==> src/rtl/mem_port_pkg.sv <==
// Shared helpers for the memory-port front ends: ceil-log2 and the
// pointer/occupancy widths derived from a FIFO depth.
package mem_port_pkg;

   function automatic int clog2(input int value);
      int result;
      int v;
      result = 0;
      v = value - 1;
      while (v > 0) begin
         result++;
         v = v >> 1;
      end
      return result;
   endfunction

   // Occupancy must represent 0..depth inclusive.
   function automatic int occ_width(input int depth);
      return clog2(depth + 1);
   endfunction

   // A depth-1 FIFO still gets a 1-bit pointer that simply never moves.
   function automatic int ptr_width(input int depth);
      return (depth > 1) ? clog2(depth) : 1;
   endfunction

endpackage

==> src/rtl/load_resp_fifo.sv <==
// Response FIFO: synchronous write, combinational read of the head entry,
// occupancy exported for the credit check in the load port.
module load_resp_fifo
   import mem_port_pkg::*;
#(
   parameter int DATA_WIDTH = 8,
   parameter int DEPTH      = 2
) (
   input  logic                          clk,
   input  logic                          rst,
   input  logic                          push,
   input  logic [DATA_WIDTH-1:0]         push_data,
   input  logic                          pop,
   output logic [DATA_WIDTH-1:0]         pop_data,
   output logic [occ_width(DEPTH)-1:0]   occ
);

   localparam int PTR_W = ptr_width(DEPTH);
   localparam int OCC_W = occ_width(DEPTH);

   logic [DATA_WIDTH-1:0] storage [DEPTH];
   logic [PTR_W-1:0]      head;
   logic [PTR_W-1:0]      tail;

   function automatic logic [PTR_W-1:0] next_ptr(input logic [PTR_W-1:0] p);
      return (p == PTR_W'(DEPTH - 1)) ? '0 : p + 1'b1;
   endfunction

   always_ff @(posedge clk or negedge rst) begin
      if (!rst) begin
         head <= '0;
         tail <= '0;
         occ  <= '0;
         for (int i = 0; i < DEPTH; i++) begin
            storage[i] <= '0;
         end
      end else begin
         if (push) begin
            storage[tail] <= push_data;
            tail          <= next_ptr(tail);
         end
         if (pop) begin
            head <= next_ptr(head);
         end
         occ <= occ + OCC_W'(push) - OCC_W'(pop);
      end
   end

   assign pop_data = storage[head];

endmodule

==> src/rtl/bram_load_port.sv <==
// Load-side elastic front end: credit-checked issue of BRAM reads and a
// response FIFO that turns the fixed one-cycle read into a valid/ready stream.
module bram_load_port
   import mem_port_pkg::*;
#(
   parameter int DATA_WIDTH = 8,
   parameter int ADDR_WIDTH = 4,
   parameter int DEPTH      = 2
) (
   input  logic                  clk,
   input  logic                  rst,
   input  logic [ADDR_WIDTH-1:0] addr_in,
   input  logic                  addr_in_valid,
   output logic                  addr_in_ready,
   output logic [DATA_WIDTH-1:0] data_out,
   output logic                  data_out_valid,
   input  logic                  data_out_ready,
   output logic                  loadEn,
   output logic [ADDR_WIDTH-1:0] loadAddr,
   input  logic [DATA_WIDTH-1:0] loadData
);

   localparam int OCC_W = occ_width(DEPTH);
   localparam int CW    = OCC_W + 1;

   logic             inflight;
   logic             pop;
   logic [OCC_W-1:0] occ;
   logic [CW-1:0]    credits_used;

   assign data_out_valid = (occ != '0);
   assign pop            = data_out_valid && data_out_ready;

   // Every issued read must find a free slot when it returns, counting the
   // slot freed by a pop in this same cycle.
   assign credits_used  = CW'(occ) + CW'(inflight) - CW'(pop);
   assign addr_in_ready = credits_used < CW'(DEPTH);

   assign loadEn   = rst && addr_in_valid && addr_in_ready;
   assign loadAddr = addr_in;

   always_ff @(posedge clk or negedge rst) begin
      if (!rst) begin
         inflight <= 1'b0;
      end else begin
         inflight <= loadEn;
      end
   end

   load_resp_fifo #(
      .DATA_WIDTH (DATA_WIDTH),
      .DEPTH      (DEPTH)
   ) u_fifo (
      .clk       (clk),
      .rst       (rst),
      .push      (inflight),
      .push_data (loadData),
      .pop       (pop),
      .pop_data  (data_out),
      .occ       (occ)
   );

endmodule

==> config.mk <==
export PLATFORM = sky130hd
export DESIGN_NAME = bram_load_port
export DESIGN_NICKNAME = d
export VERILOG_FILES = /design/src/rtl/mem_port_pkg.sv /design/src/rtl/load_resp_fifo.sv /design/src/rtl/bram_load_port.sv
export SDC_FILE = /design/constraint.sdc
export NUM_CORES = 1
export LEC_CHECK = 0
export BUFFER_PORTS_ARGS = -buffer_cell sky130_fd_sc_hd__buf_2
export CORE_ASPECT_RATIO = 1.5
export CORE_MARGIN = 4
export CORE_UTILIZATION = 38
export CTS_CLUSTER_DIAMETER = 60
export CTS_CLUSTER_SIZE = 20
export DETAILED_ROUTE_END_ITERATION = 10
export GPL_ROUTABILITY_DRIVEN = 1
export GPL_TIMING_DRIVEN = 0
export PLACE_DENSITY_LB_ADDON = 0.25
export SYNTH_ARGS = -nofsm -noshare
export SYNTH_HDL_FRONTEND = slang
export SYNTH_SLANG_ARGS = --single-unit
==> constraint.sdc <==
create_clock -name clk -period 3.15 [get_ports clk]
set_input_delay 0 -clock clk [delete_from_list [all_inputs] [get_ports clk]]
set_output_delay 0 -clock clk [all_outputs]
set_load 0.01 [all_outputs]
## Yosys cells after proc, flatten, opt, wreduce, memory -nomap -nowiden

Cells that the tools add are included.

| storage, ports and cells | value |
|---|---|
| bits in registers | 21 |
| input bits | 16 |
| output and inout port bits | 15 |
| logic and storage cells | 31 |

| operators by class | value |
|---|---|
| $add $sub $neg | 6 |
| magnitude comparators | 4 |
| mux-type cells | 8 |
| bitwise operators | 2 |
| reduce and logical (&&, ||, !) cells | 5 |

Operators with widths:

| cell | count |
|---|---|
| 8-bit 2-to-1 mux | 4 |
| 16-bit bitwise mux | 1 |
| 8-bit demux with 1-bit select | 1 |
| 2-bit >= comparator (second input constant) | 2 |
| 1-bit logical AND | 4 |
| 1-bit NOT with 2-bit output | 2 |
| 2-bit by 1-bit adder with 3-bit output | 1 |
| 3-bit by 2-bit less-than comparator with 1-bit output (second input constant) | 1 |
| 3-bit by 1-bit subtractor with 3-bit output | 1 |
| 1-bit adder (second input constant) | 2 |
| 2-bit by 1-bit adder with 2-bit output | 1 |
| 2-bit by 1-bit less-than comparator with 1-bit output (second input constant) | 1 |
| 1-bit 2-to-1 mux | 2 |
| 2-bit nonzero test | 1 |
| 2-bit by 1-bit subtractor with 2-bit output | 1 |

## Logic depth before layout (Yosys ltp)

Gate-level depths: netlist of the first run.

| logic depth | value |
|---|---|
| word-level depth | 6 |
| mapped depth | 7 |
| gate-level depth less buffers | 7 |

## By module

Synthesis of the first run repeated with hierarchy kept, for this count alone.

| second synthesis, totals | value |
|---|---|
| cell total of the unflattened synthesis | 73 |
| area total of the unflattened synthesis | 1,053.5 µm² |

Modules (own cells, without submodules):

| module | instances | cells an instance | area each (µm²) | seq. area each (µm²) |
|---|---|---|---|---|
| load_resp_fifo | 1 | 56 | 904.6 | 500.5 |
| bram_load_port | 1 | 17 | 148.9 | 25.0 |

## Worst setup path before layout of the first run

No wires, ideal clock.

| path | value |
|---|---|
| path type | register to register |
| start | reg u_fifo.occ[1] |
| end | reg inflight |
| library setup time | 0.148 ns |
| arrival | 1.919 ns |
| required time | 3.002 ns |
| slack | 1.083 ns |
| stages on the path, launching flop included | 8 |
| path buffers | 0 |
| clock period less this slack | 2.067 ns |
| cell sequence | dfrtp_1 > o21a_1 > ha_1 > inv_1 > ha_1 > fa_1 > xnor2_1 > nor3_1 |

| between the ends | value |
|---|---|
| longest elaborated chain between the ends | 5 |
| elaborated cells between the ends (all ways) | 6 |
| classes of those cells | add/sub: 2; order compare: 1; reduce/logical: 3 |

RTL lines:

| what | RTL line | RTL |
|---|---|---|
| from (decl) | load_resp_fifo.sv:15 | `output logic [occ_width(DEPTH)-1:0] occ` |
| from (signal assigned) | load_resp_fifo.sv:45 | `occ <= occ + OCC_W'(push) - OCC_W'(pop);` |
| 2-bit nonzero test | bram_load_port.sv:31 | `assign data_out_valid = (occ != '0);` |
| 1-bit logical AND | bram_load_port.sv:32 | `assign pop = data_out_valid && data_out_ready;` |
| via pop | bram_load_port.sv:27 | `logic pop;` |
| 3-bit by 1-bit subtractor with 3-bit output | bram_load_port.sv:36 | `assign credits_used = CW'(occ) + CW'(inflight) - CW'(pop);` |
| 3-bit by 2-bit less-than comparator with 1-bit output | bram_load_port.sv:37 | `assign addr_in_ready = credits_used < CW'(DEPTH);` |
| 1-bit logical AND | bram_load_port.sv:39 | `assign loadEn = rst && addr_in_valid && addr_in_ready;` |
| via loadEn | bram_load_port.sv:18 | `output logic loadEn,` |
| to (signal assigned) | bram_load_port.sv:46 | `inflight <= loadEn;` |
| to (decl) | bram_load_port.sv:26 | `logic inflight;` |

The timed path passes the listed nets, and every way through them passes these cells.
A chain may end at the register's enable or synchronous reset.

## Final worst setup path of the first run

| path | value |
|---|---|
| start | reg u_fifo.occ[1] |
| end | out loadEn |

| between the ends | value |
|---|---|
| longest elaborated chain between the ends | 5 |
| elaborated cells between the ends (all ways) | 6 |
| classes of those cells | add/sub: 2; order compare: 1; reduce/logical: 3 |

RTL lines:

| what | RTL line |
|---|---|
| 2-bit nonzero test | bram_load_port.sv:31 |
| 1-bit logical AND | bram_load_port.sv:32 |
| via pop | bram_load_port.sv:27 |
| 3-bit by 1-bit subtractor with 3-bit output | bram_load_port.sv:36 |
| 3-bit by 2-bit less-than comparator with 1-bit output | bram_load_port.sv:37 |
| 1-bit logical AND | bram_load_port.sv:39 |
| to (decl) | bram_load_port.sv:18 |

The timed path passes the listed nets, and every way through them passes these cells.

==> results by group, run 1 <==
Worst setup path
  • Slowest cell on the critical path: dfrtp_1
  • Most used cell, CP: ha_1
  • Worst reg-to-reg path cell count: 7
  • Reg2reg setup slack: between 1 and 1.5 ns
  • Max incr delay on CP: 0.43 ns
  • CP Class: register to output port
  • Critical Path Sink Type: output port
  • CP Cell Sequence: o21a_1 > ha_1 > inv_1 > ha_1 > fa_1 > xnor2_1 > nor3_1 > buf_2
  • Worst-path maximum fanout: 3
  • Worst EP arrival: 2.37 ns
  • Critical path startpoint category: register
  • Worst EP required: 3.15 ns
  • Reg2reg start: u_fifo.occ[1]$_DFF_PN0_
  • Reg-to-Reg End: inflight$_DFF_PN0_

Die
  • Floorplan row count: 22
  • Die Wd: 49.8 um
  • Starting Density: 0.403
  • Core area: 2480 um2
  • Die area: 3520 um2
  • Height of the die: about 71 um
  • I/O pins: 31

GRT
  • Total GRT Usage: 0.107
  • Vias in the first global route: 633
  • Initial antenna violation count: 0
  • Largest net degree at the start of global routing: 23
  • First-pass GRT wire length: slightly below 3000 um
  • Total grt overflow: 0

Worst hold path
  • HP Start: data_out_ready
  • WHS Path Cells: 3
  • Worst hold path type: input port to register
  • Hold Path End: u_fifo.head$_DFFE_PN0P_

Place
  • Gp weighted congestion: 0.627
  • Hpwl dp: 1290 um
  • IO buf count: 26
  • Post-Place Worst Slack: 1.08 ns

STA
  • Fmax: 0.422 GHz
  • Clock skew: 0.00243 ns
  • Final period util: 0.752
  • Worst Tran Pin Value: 0.478 ns
  • Final hold vios: 0
  • Setup TNS Final: 0 ns
  • Final setup viols: 0
  • PnR worst setup slack: slightly below 0.8 ns
  • Final worst path period need: about 2.4 ns
  • RSZ-0062 raised after global routing: no
  • Max-slew violations: 0
  • Slew Limit Headroom: 0.682

Clock network
  • CTS clk-pin slew, worst paths: 0.11 ns
  • Post_cts resized: 0
  • Worst-case clock buffer depth: 2
  • TritonCTS clock tree: done
  • # Post-CTS Setup Buffers: 0
  • CTS Buf Count: 3
  • Root buffer cell: clkbuf_4
  • H-tree levels: 1
  • Clock sink total: 21
  • Post-CTS Hold Fix Bufs: 10
  • Clk_lat worst skew: a little under 0.3 ns

Routing
  • Wirelength per Cell: 13.7 um
  • Routed WL: roughly 1800 um
  • DR iter-0 viols: 11
  • First-pass iteration count of the detailed router: 2
  • Drt drc: 0
  • Via count: 628
  • Via-to-Cell Ratio: between 4 and 5
  • Routed Antenna Nets: 0

Power
  • Pleak: roughly 0.63 nW
  • Max VDD drop: 0.502 mV
  • Power Density: 925 nW/um2

Yosys
  • Synth Register Bits: 21
  • Net Count, Synth: between 80 and 90
  • Syn Std Cell Area: about 1000 um2
  • Mean Syn Cell Area: approximately 15 um2
  • Register area share after synthesis: 0.527
  • Yosys warnings: 0
  • Gate Count Post-Synth: 68
  • Unique masters post-synth: 17

Job
  • Max-Cap Viols: 0

Finish
  • Core Util, Final: 0.518
  • Layout Nets: about 130
  • Layout cells sized above 1: 0.565
  • Antenna cells: 0
  • Synthesis-to-layout area growth: 28.7%

Run status
  • Outcome: completed
[placed cells by master, fill, tap and decap left out]
master and count:
mux2_2 16, mux2_4 8, nor2_1 1, buf_4 4, nor2b_2 1, clkbuf_1 1
fa_1 1, nor3_1 1, clkbuf_4 3, dlygate4sd3_1 10, inv_1 4, buf_2 27
o21a_1 1, nand2_1 2, xor2_1 2, buf_6 1, ha_1 2, nand2_2 1
dfrtp_1 21, xnor2_1 1
[critical path, delay by kind of cell (launching register included)]
kind	cells	cell delay [ns]
AO/OA/AOI/OAI	1	0.23
XOR/XNOR	1	0.15
adder cells (fa/ha/maj)	3	0.83
buffers and inverters	2	0.21
flip-flops	1	0.43
AND/OR/NAND/NOR	1	0.23
[cells in the mapped netlist (all sizes together)]
cell type,count,share of area
buf,6,0.046
dfrtp,21,0.53
fa,1,0.020
ha,2,0.025
inv,4,0.015
mux2,24,0.30
nand2,3,0.014
nor2,1,0.0038
nor2b,1,0.0088
nor3,1,0.0050
o21a,1,0.0075
xnor2,1,0.0088
xor2,2,0.018
[power by group]
| group | internal [mW] | switching, mW | total (mW) |
|---|---|---|---|
| combinational | 0.340 | 0.243 | 0.583 |
| sequential | 0.404 | 0.0748 | 0.479 |
| clock | 0.0492 | 0.0751 | 0.124 |
[registers in the layout, summed over array words and instances (netlist names)]
register        cells
u_fifo.storage     16
u_fifo.head         1
u_fifo.tail         1
inflight            1
u_fifo.occ          2
[metal layers]
| layer | vias up | global-route usage | share of wire |
|---|---|---|---|
| met4 | 0 | 0.0462 | 0.0055 |
| met2 | 15 | 0.178 | 0.54 |
| li1 | 303 | - | - |
| met5 | - | 0 | 0 |
| met1 | 308 | 0.132 | 0.42 |
| met3 | 2 | 0.0211 | 0.038 |
[final cells by class]
type	count	area, um2
Buffer	6	46.3
Inverter	4	15.0
Fill cell	224	1190
Clock buffer	4	26.3
Tap cell	24	30.0
Timing Repair Buffer	36	230
Sequential cell	21	526
Multi-Input combinational cell	37	410
[how the worst max path moves through the flow]
stage                            startpoint            endpoint  slack [ns]  depth (start not counted)
floorplan           u_fifo.occ[1]$_DFF_PN0_  inflight$_DFF_PN0_        1.08                          7
CTS                 u_fifo.occ[1]$_DFF_PN0_              loadEn        0.74                          8
global route        u_fifo.occ[1]$_DFF_PN0_              loadEn        0.56                          8
finish              u_fifo.occ[1]$_DFF_PN0_              loadEn        0.78                          8
detailed placement  u_fifo.occ[1]$_DFF_PN0_              loadEn        1.08                          8
global placement    u_fifo.occ[1]$_DFF_PN0_              loadEn        1.13                          8
[stage by stage]
| stage | total power, mW | hold WS (ns) | instances | cell area (um2) |
|---|---|---|---|---|
| after floorplan | 0.892 | -0.296 | 68 | 997 |
| after global placement | 1.05 | -0.0115 | 118 | 1160 |
| after detailed placement | 1.07 | -0.00673 | 118 | 1160 |
| after CTS | 1.21 | 0.0290 | 132 | 1280 |
| after global routing | 1.28 | 0.0383 | 132 | 1280 |
| final | 1.19 | 0.0369 | 132 | 1280 |
[cells by family after synthesis]
group                      Yosys count  synth area share
muxes                               24             0.301
DFF                                 21             0.527
buffers and inverters               10            0.0615
and+or+nand+nor                      6            0.0314
xor gates and xnor gates             3            0.0264
adders and majority gates            3            0.0452
AOI/OAI and AO/OA                    1           0.00753
(Power assumes the default switching activity.)
==> run 2, diff against run 1 <==
- ABC_AREA: default -> 1
- clock period: 3.15 -> 2.3 ns (I/O delays scaled with it)
==> results by group, run 2 <==
Run status
  • Outcome: completed

Power
  • Sequential Power Share: 0.395 (-0.009)
  • Switching pwr: 675 uW (+72%)
  • Internal: 998 uW (+26%)
  • Pleak: 0.747 nW (+18%)
  • Max VDD drop: 0.828 mV (+65%)
  • Power, Total: 1.67 mW (+41%)
  • Combinational Power Share: 0.502 (+0.011)
  • Sw Share: 0.404 (+0.0724)
  • Power Density: 1260 nW/um2 (+36%)
  • Clock power share: 0.103 (-0.002)

STA
  • Slew Limit Headroom: 0.682 (+0.000839)
  • Final hold vios: 0 (unchanged)
  • RSZ-0062 raised after global routing: yes
  • Final worst path period need: ~2.3 ns
  • Worst Tran Pin Value: 0.476 ns (-0.00126 ns)
  • Clock skew: 0.000930 ns (-0.00150 ns)
  • Final period util: 0.982
  • PnR worst setup slack: 0.0424 ns (-0.739 ns)
  • Fmax: 0.443 GHz
  • Max-slew violations: 0 (unchanged)
  • Setup TNS Final: 0 ns (unchanged)
  • Final setup viols: 0 (unchanged)

Yosys
  • Compound-gate portion of the synthesized area: 0.0862 (+0.0787)
  • Syn Std Cell Area: 987 um2 (-1.0%)
  • Yosys top cell area share: 0.532 (+0.00534)
  • Post-synthesis simple-gate area fraction: 0.205 (+0.174)
  • Post-Synth Adder-Cell Area: 0.0456 (+0.000458)
  • Combinational family with the most area after synthesis: simple AND/OR/NAND/NOR gates
  • Commonest cells post-synth: nand2_1, dfrtp_1, o21ai_1
  • Post-synth top area cell: dfrtp_1
  • FFs w/ async S/R, synth: 1.00 (unchanged)
  • Register area share after synthesis: 0.532 (+0.00534)
  • Yosys warnings: 0 (unchanged)
  • Unique masters post-synth: 15 (-2)
  • Post-synthesis mux area share: 0 (-0.301)
  • Mean Syn Cell Area: 8.44 um2 (-42%)
  • Largest cells by area after synthesis: dfrtp_1, nand2_1, o21ai_1
  • Count leader, synth: nand2_1
  • Number of flops mapped to enable cells by yosys: 0 (unchanged)
  • Top_reg_cell synth: dfrtp_1
  • Gate Count Post-Synth: 117 (+72%)
  • Net Count, Synth: 136 (+56%)
  • Synth Register Bits: 21 (unchanged)
  • Synth Area in XOR/XNOR: 0.00887 (-0.0175)

Clock network
  • Clock sink total: 21 (unchanged)
  • CTS clk-pin slew, worst paths: 0.11 ns (about the same)
  • H-tree levels: 1 (unchanged)
  • Root buffer cell: clkbuf_4
  • CTS Buf Count: 3 (unchanged)
  • TritonCTS clock tree: done
  • Worst-case clock buffer depth: 2 (unchanged)
  • Clk_lat worst skew: 0.30 ns (about the same)

Place
  • Gp weighted congestion: 0.706 (+13%)
  • Cell Area, Placed: 1150 um2 (-0.86%)
  • IO buf count: 26 (unchanged)
  • Hpwl dp: 1460 um (+14%)
  • Post-Place Worst Slack: 0.180 ns (-0.905 ns)
  • DP Cell Count: 167 (+42%)

Die
  • Floorplan row count: 22 (unchanged)
  • I/O pins: 31 (unchanged)
  • Height of the die: 70.4 um (-0.45%)
  • Die Wd: 49.6 um (-0.42%)
  • Starting Density: 0.398 (-0.00404)
  • Die area: 3490 um2 (-0.86%)
  • Core area: 2480 um2 (unchanged)

Finish
  • Most frequent cells in the layout: nand2_1, buf_2, dfrtp_1, o21ai_1, inv_1
  • Regs by FF count: u_fifo.storage: 16 flops, u_fifo.occ: 2 flops
  • Layout fillers: 243 (+8.5%)
  • Most common cell after layout, fill and taps aside: nand2_1
  • Number of flip-flops under the largest register name: 16 (unchanged)
  • Layout cells sized above 1: 0.296 (-0.269)
  • Layout Nets: 182 (+42%)
  • Biggest register: u_fifo.storage
  • Finished Cell Area: 1330 um2 (+3.5%)
  • Synthesis-to-layout area growth: 34.6%
  • Antenna cells: 0 (unchanged)
  • Cell Count, Final, Fillers Out: 186 (+41%)

Worst setup path
  • Critical Path Sink Type: output port
  • Family with the most delay on the worst path: adder cells
  • Critical path startpoint category: register
  • Worst-path maximum fanout: 2 (-1)
  • Worst EP required: 2.30 ns (-0.85 ns)
  • Reg-to-Reg End: inflight$_DFF_PN0_
  • Crit path buffers/inverters: 4 (+2)
  • Slowest cell on the critical path: fa_1
  • Max incr delay on CP: 0.44 ns (about the same)
  • CP Cell Sequence: o21ai_2 > inv_1 > ha_1 > inv_1 > ha_2 > fa_1 > inv_2 > nand2_2 > nor3_2 > buf_2
  • Most used cell, CP: inv_1
  • CP Class: register to output port
  • Critical Path Source: u_fifo.occ[0]$_DFF_PN0_
  • Reg2reg start: u_fifo.occ[0]$_DFF_PN0_
  • Reg2reg setup slack: 0.42 ns (-0.74 ns)
  • Worst EP arrival: 2.26 ns (-0.11 ns)
  • Worst reg-to-reg path cell count: 9 (+2)

Routing
  • Routed Antenna Nets: 0 (unchanged)
  • First-pass iteration count of the detailed router: 4 (+2)
  • Routed WL: 2090 um (+15%)
  • Drt drc: 0 (unchanged)
  • Via count: 859 (+37%)
  • DR iter-0 viols: 21 (+10)
  • Wirelength per Cell: 11.2 um (-18%)
  • Via-to-Cell Ratio: 4.62 (-2.9%)

GRT
  • Vias in the first global route: 821 (+30%)
  • Largest net degree at the start of global routing: 23 (unchanged)
  • Total grt overflow: 0 (unchanged)
  • Initial antenna violation count: 0 (unchanged)
  • First-pass GRT wire length: 3720 um (+28%)
  • Total GRT Usage: 0.134 (+0.0272)

Job
  • Max-Cap Viols: 0 (unchanged)

Worst hold path
  • Worst hold path type: input port to async pin
-- run 2: changes by cell type in the layout (fill, tap and decap cells not counted), moves of 2 or more --
cell and change:
nand2_1 +43, mux2_2 -16, o21ai_1 +16, inv_1 +10, mux2_4 -8, buf_4 +5, nand2_2 +2
-- run 2: worst reg2reg max path, stage by stage (launching register included) --
cell,delay [ns]
dfrtp_1,0.40
o21ai_2,0.15
inv_1,0.06
ha_1,0.28
inv_1,0.06
ha_2,0.17
fa_1,0.44
inv_2,0.07
nand2_2,0.06
nor3_2,0.12
-- run 2: power groups by stage --
stage                     combinational [mW]  clock, mW  sequential [mW]
final                                  0.840      0.173            0.660
after CTS                              0.820      0.182            0.659
after global routing                   0.973      0.200            0.681
after global placement                 0.755          0            0.658
after floorplan                        0.523          0            0.644
after detailed placement               0.767          0            0.667
-- run 2: how the worst max path moves through the flow --
| stage | endpoint | cells after the start |
|---|---|---|
| 3_3_place_gp | loadEn | 10 |
| 3_5_place_dp | loadEn | 10 |
| 4_1_cts | loadEn | 10 |
| 2_1_floorplan | inflight$_DFF_PN0_ | 9 |
| 6_report | loadEn | 10 |
| 5_1_grt | loadEn | 10 |
-- run 2: timing repair --
item	in CTS	in global routing
setup buffers	1	3
resized for setup	5	1
pin swaps	0	2
endpoints found under the hold margin	39	0
setup endpoints to repair	2	2
hold buffers	11	0
-- run 2: routing by layer --
metal  track usage  routed length (um)  share of wire  up-vias
li1              -                   -              -      442
met1         0.181                 878           0.42      392
met2         0.209                1110           0.53       23
met3        0.0235                  90          0.043        2
met4        0.0554                  10         0.0048        0
met5             0                   0              0        -
-- run 2: final cells by class --
| type | count | area [um2] | area share |
|---|---|---|---|
| Multi-Input combinational cell | 73 | 355 | 0.267 |
| Clock buffer | 3 | 22.5 | 0.0169 |
| Inverter | 16 | 60.1 | 0.0452 |
| Sequential cell | 21 | 526 | 0.395 |
| Tap cell | 24 | 30.0 | 0.0226 |
| Buffer | 7 | 60.1 | 0.0452 |
| Clock inverter | 1 | 5.00 | 0.00377 |
| Timing Repair Buffer | 41 | 270 | 0.203 |
-- run 2: cells by family after synthesis --
| group | Yosys count |
|---|---|
| XOR/XNOR | 1 |
| adder cells (fa/ha/maj) | 3 |
| AND/OR/NAND/NOR | 52 |
| flip-flops | 21 |
| buffers and inverters | 23 |
| AO/OA/AOI/OAI | 17 |
-- run 2: stage by stage --
stage,utilization,hold slack (ns)
floorplan,-,-0.296
global placement,0.463,-0.0145
detailed placement,0.463,-0.0156
CTS,0.527,0.178
global route,0.536,0.194
finish,0.536,0.178
